<file path="src/rtl/multicycle_cu.sv">
// Multi-cycle control sequencer (FETCH/DECODE/EXEC/MEM/WB) for the 2-bit-opcode datapath.
// Define MEM_WAIT_EN to honour mem_ready with a bounded wait counter and sticky FAULT state.
module multicycle_cu #(
    parameter int CNT_W    = 16,
    parameter int WAIT_MAX = 15
) (
    input  logic             clk,
    input  logic             reset,
    input  logic             start,
    input  logic             stop,
    input  logic [1:0]       opcode,
    input  logic             mem_ready,
    output logic             PCWrite,
    output logic             IRWrite,
    output logic             RegDst,
    output logic             ALUSrc,
    output logic             MemToReg,
    output logic             RegWrite,
    output logic             MemRead,
    output logic             MemWrite,
    output logic [1:0]       ALUOp,
    output logic [2:0]       state,
    output logic             busy,
    output logic             instr_done,
    output logic [CNT_W-1:0] retired,
    output logic             fault
);

    typedef enum logic [2:0] {
        IDLE   = 3'd0,
        FETCH  = 3'd1,
        DECODE = 3'd2,
        EXEC   = 3'd3,
        MEM    = 3'd4,
        WB     = 3'd5,
        FLT    = 3'd6
    } state_t;

    state_t           cur;
    logic [1:0]       op_q;
    logic [CNT_W-1:0] retired_q;
    logic             rdy;
    logic             boundary;

`ifdef MEM_WAIT_EN
    localparam int WW = (WAIT_MAX > 0) ? $clog2(WAIT_MAX + 1) : 1;
    logic [WW-1:0] wcnt;
    logic          waiting;

    assign rdy     = mem_ready;
    assign waiting = ((cur == FETCH) || (cur == MEM)) && !mem_ready;
`else
    logic unused_mem_ready;

    assign rdy              = 1'b1;
    assign unused_mem_ready = mem_ready;
`endif

    // An instruction completes in WB, or in the ready cycle of a store's MEM step
    assign boundary = (cur == WB) || ((cur == MEM) && op_q[0] && rdy);

    always_ff @(posedge clk) begin
        if (reset) begin
            cur       <= IDLE;
            op_q      <= 2'b00;
            retired_q <= '0;
        end else begin
            if (boundary)
                retired_q <= retired_q + CNT_W'(1);
            case (cur)
                IDLE:   if (start) cur <= FETCH;
                FETCH:  if (rdy) cur <= DECODE;
                DECODE: begin
                    op_q <= opcode;
                    cur  <= EXEC;
                end
                EXEC:   cur <= op_q[1] ? MEM : WB;
                MEM: begin
                    if (rdy) begin
                        if (!op_q[0])
                            cur <= WB;
                        else
                            cur <= stop ? IDLE : FETCH;
                    end
                end
                WB:     cur <= stop ? IDLE : FETCH;
                FLT:    cur <= FLT;
                default: cur <= IDLE;
            endcase
`ifdef MEM_WAIT_EN
            // The (WAIT_MAX+1)th consecutive idle memory cycle gives up
            if (waiting && (wcnt == WW'(WAIT_MAX)))
                cur <= FLT;
`endif
        end
    end

`ifdef MEM_WAIT_EN
    always_ff @(posedge clk) begin
        if (reset)
            wcnt <= '0;
        else if (waiting)
            wcnt <= wcnt + WW'(1);
        else
            wcnt <= '0;
    end
`endif

    always_comb begin
        PCWrite  = 1'b0;
        IRWrite  = 1'b0;
        RegDst   = 1'b0;
        ALUSrc   = 1'b0;
        MemToReg = 1'b0;
        RegWrite = 1'b0;
        MemRead  = 1'b0;
        MemWrite = 1'b0;
        ALUOp    = 2'b00;
        case (cur)
            FETCH: begin
                MemRead = 1'b1;
                PCWrite = rdy;
                IRWrite = rdy;
            end
            EXEC: begin
                case (op_q)
                    2'b00: begin
                        ALUSrc = 1'b0;
                        ALUOp  = 2'b10;
                    end
                    2'b01: begin
                        ALUSrc = 1'b1;
                        ALUOp  = 2'b11;
                    end
                    default: begin
                        ALUSrc = 1'b1;
                        ALUOp  = 2'b00;
                    end
                endcase
            end
            MEM: begin
                ALUSrc   = 1'b1;
                MemRead  = !op_q[0];
                MemWrite = op_q[0];
            end
            WB: begin
                RegWrite = 1'b1;
                RegDst   = (op_q == 2'b00);
                MemToReg = (op_q == 2'b10);
            end
            default: ;
        endcase
    end

    assign state      = cur;
    assign busy       = (cur != IDLE) && (cur != FLT);
    assign instr_done = boundary;
    assign retired    = retired_q;
`ifdef MEM_WAIT_EN
    assign fault      = (cur == FLT);
`else
    assign fault      = 1'b0;
`endif

endmodule

</file>
<file path="config.mk">
export PLATFORM = sky130hd
export DESIGN_NAME = multicycle_cu
export DESIGN_NICKNAME = d
export VERILOG_FILES = /design/src/rtl/multicycle_cu.sv
export SDC_FILE = /design/constraint.sdc
export NUM_CORES = 1
export LEC_CHECK = 0
export BUFFER_PORTS_ARGS = -buffer_cell sky130_fd_sc_hd__clkbuf_2
export CAP_MARGIN = 20
export CORE_MARGIN = 2
export CORE_UTILIZATION = 51
export CTS_BUF_LIST = sky130_fd_sc_hd__clkbuf_8
export DETAILED_ROUTE_END_ITERATION = 10
export PLACE_DENSITY_LB_ADDON = 0.08
export RECOVER_POWER = 50
export SYNTH_ARGS = -nofsm -noshare
export SYNTH_HDL_FRONTEND = slang
export SYNTH_SLANG_ARGS = --single-unit
</file>
<file path="constraint.sdc">
create_clock -name clk -period 2.1 [get_ports clk]
set_input_delay 0.42 -clock clk [delete_from_list [all_inputs] [get_ports clk]]
set_output_delay 0.42 -clock clk [all_outputs]
set_load 0.02 [all_outputs]
</file>
Word-level counts from Yosys, hierarchy flattened
Cells that the tools add are included.
- add/subtract/negate cells: 1
- equal/unequal tests: 10
- muxes and demuxes: 15
- reduce and logical (&&, ||, !) cells: 7
- operators with widths (operator ; count):
    $pmux 3 s7 ; 1
    $add 16x1->16 const B ; 1
    $eq 3x3->1 const B ; 3
    $mux 1 ; 8
    $eq 3x2->1 const B ; 2
    $mux 3 ; 2
    $pmux 1 s2 ; 2
    $pmux 2 s2 ; 1
    $eq 3x1->1 const B ; 1
    $logic_not 3->1 ; 1
    $ne 3x3->1 const B ; 1
    $reduce_bool 3->1 ; 1
    $eq 2x1->1 const B ; 1
    $eq 2x2->1 const B ; 1
    $logic_and 1x1->1 ; 2
    $logic_not 2->1 ; 1
    $mux 2 ; 1
    $ne 2x2->1 const B ; 1
    $logic_not 1->1 ; 1
    $logic_or 1x1->1 ; 1
- bits in registers: 21
- output and inout bits: 32

Longest topological paths before layout
- depth after elaboration: 3
- mapped depth: 6
- gate-level depth less buffers: 5

Least setup slack after synthesis
OpenSTA, ideal clock, no wires.
- path type: reg2out
- start point: register cur[2] (netlist: state[2])
- end point: output MemToReg
- data arrival time: 1.593 ns
- data required time: 1.680 ns
- path slack: 0.087 ns
- stages on the path, launching flop included: 5
- buffers on the path: 1
- cell sequence: dfxtp_1 -> clkbuf_1 -> and2b_1 -> nand2_1 -> nor3b_1
- word-level cells in the longest chain between the ends: 2
- RTL lines (element ; RTL line ; text):
    start: declaration ; 39 ; state_t cur;
    start signal: assignment ; 77 ; EXEC: cur <= op_q[1] ? MEM : WB;
    start signal: assignment ; 83 ; cur <= stop ? IDLE : FETCH;
    start signal: assignment ; 86 ; WB: cur <= stop ? IDLE : FETCH;
    $eq 3x3->1 ; 119 ; case (cur)
    $mux 1 ; 119 ;
    end: declaration ; 17 ; output logic MemToReg,
Every way passes these cells.

Final worst setup path
- start point: register retired_q[0] (netlist: retired[0])
- end point: register retired_q[14] (netlist: retired[14])
- word-level cells in the longest chain between the ends: 1
- RTL lines (element ; RTL line ; text):
    start: declaration ; 41 ; logic [CNT_W-1:0] retired_q;
    start signal: assignment ; 69 ; retired_q <= retired_q + CNT_W'(1);
    $add 16x1->16 ; 69 ;
Every way passes these cells.
A chain may end at the register's enable or synchronous reset.

==> impl_metrics.json <==
{
  "status": "finished clean",
  "synth-simple-area-share_pct": 33.78,
  "crit_path_max_fanout": 5,
  "synth-xor-area-share_pct": 5.499,
  "post-cts-setup-buffers": 0,
  "leakagePower_nw": 0.5183,
  "power_density_nw_per_um2": 663.0,
  "antenna_found_initial": 0,
  "synth_top_area_share_pct": 37.71,
  "wl_um": 2488,
  "rr_endpoint": "retired[14]",
  "cts.sinks": 21,
  "cts_tree": "built",
  "post-route-drc-count": 0,
  "grt_setup_unrepaired": "false",
  "globalplace.congestion": 0.7469,
  "end_kind": "flip-flop",
  "ff2ff_path_depth": 5,
  "antenna_cells": 0,
  "hold_buffers": 0,
  "finClkSkew_ns": 0.006020,
  "syn_to_final_growth_pct": 19.75,
  "period_share_pct": 93.05,
  "relSlewSlack_pct": 65.98,
  "worstSetupPathType": "reg2reg",
  "synth_cell_types": 39,
  "htreeDepth": 1,
  "slew_violations": 0,
  "fin_setup_tns_ns": 0,
  "syn_inst": 141,
  "clkTransAtPathRegs_ns": 0.08,
  "vias": 1087,
  "synth_area_sq_um": 1115,
  "fin_util_pct": 66.69,
  "r2r_setup_slack_ns": 0.15,
  "port_buffers": 36,
  "setup_viol": 0,
  "multi_input_area_sq_um": 619.3,
  "placementRows": 16,
  "finalCriticalPeriod_ns": 1.954,
  "worst_pin_slew_ns": 0.5103,
  "post_drt_wl_per_cell_um": 12.20,
  "synth_edf_count": 0,
  "postSynthAreaPerCell_sq_um": 7.907,
  "die_x_um": 50.76,
  "die_area_sq_um": 2576,
  "ir_drop_uv": 613.7,
  "dpl.hpwl_um": 1787,
  "fmax_ghz": 0.5118,
  "worstPathRequired_ns": 2.25,
  "grt_usage_pct": 20.55,
  "grt_overflow": 0,
  "cts_root_buf": "clkbuf_8",
  "synth_seq_area_share_pct": 37.71,
  "drt_iter0_markers": 19,
  "regArea_sq_um": 420.4,
  "dominantRegCellSynth": "dfxtp_1",
  "cts.path.max_buffers": 2,
  "fillers": 183,
  "clk_latency_ns": 0.26,
  "synth_area_leaders": "dfxtp_1 (38%), nor2_1 (6.4%), xnor2_1 (4.7%)",
  "async_reset_ff_share_pct": 0,
  "grt_max_degree": 27,
  "place_area_sq_um": 1308,
  "cts_buffers": 3,
  "yosysMostFrequentCell": "dfxtp_1",
  "startpoint_type": "flip-flop",
  "finalNetCount": 186,
  "boundaryPins": 39,
  "antenna_left": 0,
  "synthMuxAreaShare_pct": 2.918,
  "timing.rr.start": "retired[0]",
  "viasPerCell": 5.328,
  "arrival_ns": 2.10,
  "first_global_vias": 989,
  "ys_warn_count": 0,
  "whs_path_depth": 3,
  "final_area_sq_um": 1335,
  "synthAdderAreaFrac_pct": 1.122,
  "min_from": "opcode[1]",
  "synth_common_cells": "dfxtp_1 (21), nor2_1 (19), nand2_1 (12)",
  "ys_seq_elements": 21,
  "core_sq_um": 2002,
  "cap_violations": 0,
  "min_to": "op_q[1]",
  "synth_compound_area_share_pct": 11.34,
  "synth_fp_nets": 149,
  "synth_area_leader_cell": "dfxtp_1",
  "synth_top_family_by_area": "simple AND/OR/NAND/NOR gates",
  "drive_above_1_share_pct": 18.64,
  "hold_class": "in2reg",
  "die_h_um": 50.76,
  "hold_violations": 0,
  "drt-pass1-iter-count": 4,
  "grt_pass1_wl_um": 4160,
  "start_util_pct": 55.69
}
## how the worst max path moves through the flow
| stage | from | end | cells past startpoint |
|---|---|---|---|
| CTS | retired[0] | retired[14] | 5 |
| finish | retired[0] | retired[14] | 5 |
| floorplan | state[2] | MemToReg | 4 |
| global placement | retired[0] | retired[14] | 5 |
| detailed placement | retired[0] | retired[14] | 5 |
| global route | retired[0] | retired[14] | 5 |
## placed cells by master, fill, tap and decap left out, types with 2 or more instances in the layout
cell type  netlist  final
a21oi_1          8      8
mux2_2           2      2
nor4_1           3      2
clkbuf_1         3     18
xnor2_1          6      6
nand4_1          3      3
nor2_1          19     19
nand2_1         12     12
dfxtp_1         21     21
nor2b_1          5      5
or3_1            4      4
or4_1            4      4
clkbuf_2         1     19
clkbuf_8         0      3
nor3_1           3      3
nor3b_1          2      2
inv_1            6      6
buf_4            2      4
nand3_1          6      6
o21ai_0         10     10
## per-stage QoR
stage	setup slack, ns	total power [mW]	hold slack (ns)	instances
after floorplan	0.08718	0.5707	0.4980	141
after global placement	0.2529	0.6276	0.4573	200
after detailed placement	0.1165	0.6317	0.4840	200
after CTS	0.09380	0.8930	0.3815	204
after global routing	0.02772	0.9231	0.3970	204
final	0.1460	0.8852	0.3807	204
## kinds of logic after synthesis
kind of cell	count (synthesis)
AOI/OAI and AO/OA	23
xor gates and xnor gates	7
adders and majority gates	1
buffers and inverters	15
DFF	21
muxes	3
other	1
and+or+nand+nor	70
## final cells by class
cell class,count,area share (%)
multi-input combinational,105,46.39
sequential,21,31.49
timing repair buffer,41,14.43
clock buffer,3,3.093
tap,27,2.530
inverter,6,1.687
clock inverter,1,0.3749
## routing by layer
metal	wire (um)	global-route usage, %	share of wire [%]	up-vias
met5	0	0	0	-
met4	43	9.009	1.7	0
met3	107	2.083	4.3	4
met2	1217	37.94	49	27
met1	1119	23.70	45	497
li1	-	-	-	559
## registers in the layout, indices dropped and copies added (netlist names)
signal	count
retired	16
state	3
op_q	2
## timing repair
action,CTS,global route
hold endpoints to repair,0,0
endpoints found under the setup margin,0,1
gates resized for setup,0,1
## where the power goes
part | leakage (nW) | switching (mW) | total, mW | internal (mW)
combinational | 0.323 | 0.131 | 0.201 | 0.0706
sequential | 0.170 | 0.00834 | 0.418 | 0.410
clock | 0.0255 | 0.134 | 0.266 | 0.132
## critical path, stage by stage, from the launching register on
cell	delay [ns]
dfxtp_1	0.39
ha_1	0.22
nand4_1	0.16
or3_1	0.42
nor4_2	0.28
mux2_2	0.36
Power figures use the tool's default switching activity.
